[src/rtl/axi_read_arbiter.sv]
// axi_read_arbiter: round-robin arbiter between IFU and LSU for one AXI4 read slave
// Ports:
//   clk, reset                     clock, synchronous active-high reset
//   ifu_ar*/ifu_r*                 IFU read address / read data channels
//   lsu_ar*/lsu_r*                 LSU read address / read data channels
//   s_ar*/s_r*                     shared slave read address / read data channels
module axi_read_arbiter #(
    parameter int ADDR_W = 32,
    parameter int DATA_W = 32
) (
    input  logic              clk,
    input  logic              reset,
    input  logic [ADDR_W-1:0] ifu_araddr,
    input  logic [7:0]        ifu_arlen,
    input  logic [2:0]        ifu_arsize,
    input  logic              ifu_arvalid,
    output logic              ifu_arready,
    output logic [DATA_W-1:0] ifu_rdata,
    output logic              ifu_rvalid,
    input  logic              ifu_rready,
    input  logic [ADDR_W-1:0] lsu_araddr,
    input  logic [7:0]        lsu_arlen,
    input  logic [2:0]        lsu_arsize,
    input  logic              lsu_arvalid,
    output logic              lsu_arready,
    output logic [DATA_W-1:0] lsu_rdata,
    output logic              lsu_rvalid,
    input  logic              lsu_rready,
    output logic [ADDR_W-1:0] s_araddr,
    output logic [7:0]        s_arlen,
    output logic [2:0]        s_arsize,
    output logic              s_arvalid,
    input  logic              s_arready,
    input  logic [DATA_W-1:0] s_rdata,
    input  logic              s_rvalid,
    output logic              s_rready
);
    typedef enum logic [1:0] {IDLE, AR, R} state_t;
    typedef enum logic [1:0] {OWN_NONE, OWN_IFU, OWN_LSU} owner_t;
    state_t     state_q, state_d;
    owner_t     owner_q, owner_d;
    logic       last_lsu_q, last_lsu_d;
    logic [7:0] cnt_q, cnt_d;
    logic       ar_phase, r_phase, sel_ifu, sel_lsu;
    // Output steering decodes the registered state/owner; reset forces everything quiet.
    always_comb begin
        sel_ifu     = owner_q == OWN_IFU;
        sel_lsu     = owner_q == OWN_LSU;
        ar_phase    = !reset && state_q == AR;
        r_phase     = !reset && state_q == R;
        s_araddr    = ar_phase ? (sel_lsu ? lsu_araddr : ifu_araddr) : '0;
        s_arlen     = ar_phase ? (sel_lsu ? lsu_arlen : ifu_arlen) : '0;
        s_arsize    = ar_phase ? (sel_lsu ? lsu_arsize : ifu_arsize) : '0;
        s_arvalid   = ar_phase;
        ifu_arready = ar_phase && sel_ifu && s_arready;
        lsu_arready = ar_phase && sel_lsu && s_arready;
        s_rready    = r_phase && (sel_lsu ? lsu_rready : ifu_rready);
        ifu_rvalid  = r_phase && sel_ifu && s_rvalid;
        lsu_rvalid  = r_phase && sel_lsu && s_rvalid;
        ifu_rdata   = (r_phase && sel_ifu) ? s_rdata : '0;
        lsu_rdata   = (r_phase && sel_lsu) ? s_rdata : '0;
    end
    // On a tie the master that did not win last time gets the grant.
    always_comb begin
        state_d    = state_q;
        owner_d    = owner_q;
        last_lsu_d = last_lsu_q;
        cnt_d      = cnt_q;
        if (state_q == IDLE && (ifu_arvalid || lsu_arvalid)) begin
            owner_d    = (lsu_arvalid && (!ifu_arvalid || !last_lsu_q)) ? OWN_LSU : OWN_IFU;
            last_lsu_d = owner_d == OWN_LSU;
            state_d    = AR;
        end else if (state_q == AR && s_arready) begin
            cnt_d   = sel_lsu ? lsu_arlen : ifu_arlen;
            state_d = R;
        end else if (state_q == R && s_rvalid && s_rready) begin
            cnt_d   = (cnt_q == 8'd0) ? cnt_q : cnt_q - 8'd1;
            owner_d = (cnt_q == 8'd0) ? OWN_NONE : owner_q;
            state_d = (cnt_q == 8'd0) ? IDLE : R;
        end
    end
    always_ff @(posedge clk) begin
        if (reset) begin
            state_q    <= IDLE;
            owner_q    <= OWN_NONE;
            last_lsu_q <= 1'b0;
            cnt_q      <= '0;
        end else begin
            state_q    <= state_d;
            owner_q    <= owner_d;
            last_lsu_q <= last_lsu_d;
            cnt_q      <= cnt_d;
        end
    end
endmodule

[config.mk]
export PLATFORM = sky130hd
export DESIGN_NAME = axi_read_arbiter
export DESIGN_NICKNAME = d
export VERILOG_FILES = /design/src/rtl/axi_read_arbiter.sv
export SDC_FILE = /design/constraint.sdc
export NUM_CORES = 1
export LEC_CHECK = 0
export CELL_PAD_IN_SITES_DETAIL_PLACEMENT = 2
export CELL_PAD_IN_SITES_GLOBAL_PLACEMENT = 2
export CORE_AREA = 2 2 149 122
export CTS_BUF_LIST = sky130_fd_sc_hd__clkbuf_2
export DETAILED_ROUTE_END_ITERATION = 8
export DIE_AREA = 0 0 151 124
export PLACE_DENSITY = 0.93
export SLEW_MARGIN = 20
export SYNTH_ARGS = -nofsm -noshare
export SYNTH_HDL_FRONTEND = slang
export SYNTH_SLANG_ARGS = --single-unit
export TNS_END_PERCENT = 50
[constraint.sdc]
create_clock -name clk -period 3.5 [get_ports clk]
set_input_delay 0.7 -clock clk [delete_from_list [all_inputs] [get_ports clk]]
set_output_delay 0.7 -clock clk [all_outputs]
set_load 0.005 [all_outputs]
Yosys cells after proc, flatten, opt, wreduce, memory -nomap -nowiden:

Index checks and enable logic that the tools add are counted.

* reduce and logical (&&, ||, !) cells: 30
* add/subtract/negate cells: 1
* muxes and demuxes: 21
* bitwise gates (word level): 1
* equality and inequality tests: 7

Operator list (number)
* 32-bit 2-to-1 mux: 4
* 8-bit 2-to-1 mux: 5
* 1-bit logical AND: 16
* 2-bit 2-to-1 mux: 8
* 8-bit zero test: 1
* 8-bit by 1-bit subtractor with 8-bit output (second input constant): 1
* 2-bit equality test (second input constant): 3
* 3-bit 2-to-1 mux: 2
* 3-bit AND reduction: 2
* 2-bit nonzero test: 3
* 2-bit by 1-bit equality test with 1-bit output (second input constant): 2
* 2-bit inequality test (second input constant): 2
* 1-bit zero test: 3
* 3-bit nonzero test: 1
* 2-bit zero test: 1
* 1-bit logical OR: 2
* 1-bit 2-to-1 mux: 2
* 2-bit OR reduction: 1
* 1-bit inverter: 1

* input bits: 126
* output and inout port bits: 113
* logic and storage cells: 65
* register bits: 13

Depth between registers and ports, before layout:

Gate-level depths: netlist of run 1.

* depth after elaboration: 7
* depth in mapped cells: 7
* gate-level depth less buffers: 6

Worst setup path after synthesis of run 1:

OpenSTA, ideal clock, no wires.

* path kind: input port to output port
* from: in reset
* to: out ifu_rdata[10]
* arrival: 1.914 ns
* cell stages on the path: 5
* buffers on the path: 2
* path slack: 0.886 ns
* required time: 2.800 ns
* path through: clkbuf_1 or3b_2 nor2_1 clkbuf_1 and2_1

* cells in the longest elaborated chain, start to end: 4

Ends and longest elaborated chain
* start: declaration: RTL line 12 `input logic reset,`
* 1-bit zero test: RTL line 50 `r_phase = !reset && state_q == R;`
* 1-bit logical AND: RTL line 50
* 1-bit logical AND: RTL line 60 `ifu_rdata = (r_phase && sel_ifu) ? s_rdata : '0;`
* 32-bit 2-to-1 mux: RTL line 60
* end: declaration: RTL line 18 `output logic [DATA_W-1:0] ifu_rdata,`

Every way passes these cells.

Final worst setup path of run 1:

* from: in reset
* to: out ifu_rdata[14]

Same word-level chain as after synthesis.

==> results by stage, run 1 <==
Cells and area:
- The final-stage net count is 663.
- In the layout the commonest cells are clkdlybuf4s50_1 (238), nand2_1 (79), a21oi_1 (42).
- Relative to the synthesized area, the layout overhead comes to 145%.
- The post-route netlist has 4.49% of its cells at a drive strength greater than 1.
- The final antenna diode count is 0.
- At the end of the flow the core is filled with cells to 26.7%.
- The most common cell after layout, fill and taps aside is clkdlybuf4s50_1.
- The post-route standard cell area excluding fillers is 4560 sq um.

Drt:
- The routed layout has 3,152 vias.
- In the routed layout, each cell is associated on average with a via count of 4.15.
- The count of nets left with antenna violations once routing finished came out at 0.
- After detailed routing, the total wire length is 12.5 mm.
- Dividing the detail-routed wire length by the instance count gives 16.4 microns.
- After detailed routing, the number of remaining DRC violations is 0.
- The number of DRC markers after the initial detailed-route iteration is 86.
- The first detailed-routing pass took 4 iterations.

Timing:
- The maximum operating frequency is 294 MHz.
- The final number of hold-violating endpoints is 0.
- Setup violations remaining at the end of the flow were counted as 0.
- The worst setup skew after layout is 0.00848 ns.
- In this run the tightest slew margin relative to its limit is 53.7%.
- The aggregate negative setup slack is 0 ns.
- The shortest period the worst path allows is 3.40 ns.
- The count of final max-slew check failures came to 0.
- The share of the cycle needed by the critical path after routing is 97.2%.
- For the pin with the worst max-slew slack, the measured transition is 0.689 ns.
- Hold is met by 0.525 ns.
- Setup repair after global routing left no endpoint under its margin.

Global routing:
- The first global-routing pass estimated 17.8 mm of wire.
- The number of antenna violations at the first check in global routing is 0.
- The largest net degree at the start of global routing is 42.
- The total overflow left after global routing is 0.
- The all-layer global routing usage is 12.1%.
- The number of global-route vias before repair was 3,310.

Worst setup path:
- The category of cells accounting for the largest share of critical-path delay is buffers and inverters.
- The startpoint type of the worst setup path is a primary input.
- For this run, the slowest stage of the critical path takes 0.53 ns.
- The class of the most critical setup path is primary input to output port.
- The category of the worst setup path capture point is an output port.
- At the worst endpoint, the required time is 2.80 ns.
- The most prevalent standard cell on the critical path is clkdlybuf4s50_1.
- Counting both buffers and inverters, the worst setup path holds a total of 3.
- The signal on the critical path passes through clkdlybuf4s50_1, or3b_2, nor2_1, buf_12, and2_1, clkdlybuf4s50_1.
- The cell type of the slowest stage on the worst timing path is clkdlybuf4s50_1.
- In this run the worst path has a maximum fanout of 33.
- The data arrival time at the worst-slack endpoint is 2.70 ns.

Clock tree:
- The number of setup buffers added after CTS is 0.
- TritonCTS built the clock tree.
- The buffer type at the clock tree root is clkbuf_2.
- The maximum level of the CTS H-tree is 1.
- At the later pin of the worst-skew pair, clock insertion delay measures 0.30 ns.
- In this run, CTS created clock tree buffers numbering 3.
- The maximum number of buffers from clock root to sink is 2.
- Buffers inserted to repair hold after CTS numbered 0.
- Clock-pin slew was measured on the worst setup and hold paths at 0.15 ns.
- The total of cells resized after clock tree synthesis is 0.
- For this design, the sink count on the clock tree is 13.

Pwr:
- The analysis attributes to cell leakage a power of 1.79 nW.
- The worst IR drop on VDD is 71.8 uV.
- The power per cell area is 167 nW/um^2.

Yosys:
- Sorting the synthesized cells by area gives the leading types as nand2_1 (16%), dfxtp_1 (14%), and3_1 (12%).
- The synthesized cell area is 1860 sq um.
- The count of cell types in the netlist is 43.
- Summed over its instances, the top area cell type makes up 16.1% of the synthesized netlist area.
- Sequential cells were found to cover 14.0% of the synthesized design area.
- Counting every instance in the synthesized netlist gives 312.
- The number of warnings issued by yosys is 0.
- After synthesis the netlist holds a flip-flop and latch count of 13.
- The average instance in the mapped netlist occupies 5.96 sq um.
- Counting flops with a built-in enable in the synthesized netlist gives 0.
- After synthesis, the share of flip-flops with an asynchronous set or reset is 0%.
- The cell taking the most area after synthesis is nand2_1.
- Synthesis produced a netlist with a net count of 440.
- For this run, the leading register cell type out of synthesis is dfxtp_1.

Min path:
- The path class of the tightest hold or removal check is flip-flop to flip-flop.

Die:
- The initial core utilization is 10.9%.
- The die is 124 microns tall.
- The die extent in x is 151 microns.
- The placeable core region is 17,100 sq um.
- The floorplan step defined a die boundary enclosing 18,700 sq um.
- The number of top-level pins is 239.
- The row count is 43.

Placement:
- The final weighted congestion of routability-driven global placement is 0.730.
- The count of port buffers added during placement is 238.
- Summing all placed instances gives a cell area of 4540 sq um.
- Once detailed placement completed, the half-perimeter wirelength came to 10.3 mm.

Run status:
- The run finished with clean final reports.

Flow run:
- The max-cap check violation count is 0.
==> path summary, 6_finish.rpt <==
kind                         start                    end  slack [ns]  cells after the start
max                          reset          ifu_rdata[14]         0.1                      6
min          cnt_q[6]$_SDFFE_PP0P_  cnt_q[6]$_SDFFE_PP0P_        0.52                      2
min reg2reg  cnt_q[6]$_SDFFE_PP0P_  cnt_q[6]$_SDFFE_PP0P_        0.52                      2
max reg2reg  cnt_q[3]$_SDFFE_PP0P_  cnt_q[1]$_SDFFE_PP0P_        1.16                      5
==> power breakdown <==
part / switching [W] / internal (W) / total [W] / leakage, nW
clock network: 0.0000597 / 0.0000258 / 0.0000855 / 0.0164
registers: 0.0000195 / 0.000163 / 0.000183 / 0.107
logic: 0.000215 / 0.000276 / 0.000491 / 1.66
total: 0.000294 / 0.000465 / 0.000759 / 1.79
==> worst reg2reg max path, cell delays in order (launching register included) <==
cell and delay [ns]:
dfxtp_1 0.40, or4_4 0.56, or4b_4 0.55, and3_4 0.25, or4_1 0.40, o311ai_1 0.09
==> synth_stat cells (2+ instances only) <==
master,number
nand2_1,80
and2_1,34
nand3b_1,4
nor2_1,16
dfxtp_1,13
or4_1,3
nor3_1,4
a21oi_1,42
clkbuf_1,27
nand2b_1,3
a31oi_1,3
a32o_1,2
nand3_1,4
mux2i_1,7
o21ai_0,4
and3_1,36
ha_1,2
inv_1,3
==> stage by stage <==
stage / std cells / worst slack [ns] / power, W
3_5_place_dp: 755 / 0.0920 / 0.000683
6_report: 759 / 0.0990 / 0.000759
5_1_grt: 759 / 0.0360 / 0.000820
4_1_cts: 759 / 0.0844 / 0.000772
3_3_place_gp: 755 / 0.177 / 0.000668
2_1_floorplan: 312 / 0.886 / 0.000381
==> routing by layer <==
| layer | global-route usage, % | part of all wire, % | up-vias |
|---|---|---|---|
| met2 | 23.2 | 51 | 130 |
| met4 | 3.10 | 1.8 | 0 |
| met5 | 0 | 0 | - |
| li1 | - | - | 1513 |
| met3 | 2.31 | 8.0 | 15 |
| met1 | 13.7 | 40 | 1494 |
==> cell families after synthesis <==
kind of cell	after synthesis	share of synthesized area, %
multiplexers	8	4.37
flip-flops	13	14.0
XOR/XNOR	1	0.471
AND/OR/NAND/NOR	194	53.6
AO/OA/AOI/OAI	62	19.4
adder cells (fa/ha/maj)	2	1.34
buffers and inverters	32	6.86
==> final cells by class <==
cell class,instances,area (sq um)
multi-input cells,267,1490
repair buffers,247,2500
flip-flops and latches,13,260
clock inverters,1,5.00
well taps,225,282
fillers,2018,12500
clock buffers,3,15.0
inverters,3,11.3
==> registers in the layout, summed over array words and instances (netlist names) <==
register	flops
state_q	2
cnt_q	8
last_lsu_q	1
owner_q	2
No activity file was read; power rests on OpenSTA's default activity.
==> inputs of run 2 (changes only) <==
--- a/config.mk
+++ b/config.mk
@@ -16,4 +16,4 @@
 export SYNTH_ARGS = -nofsm -noshare
 export SYNTH_HDL_FRONTEND = slang
 export SYNTH_SLANG_ARGS = --single-unit
-export TNS_END_PERCENT = 50
+export TNS_END_PERCENT = 1
==> results of run 2 <==
Same layout as run 1: the final DEF is identical, and so are final timing and power.
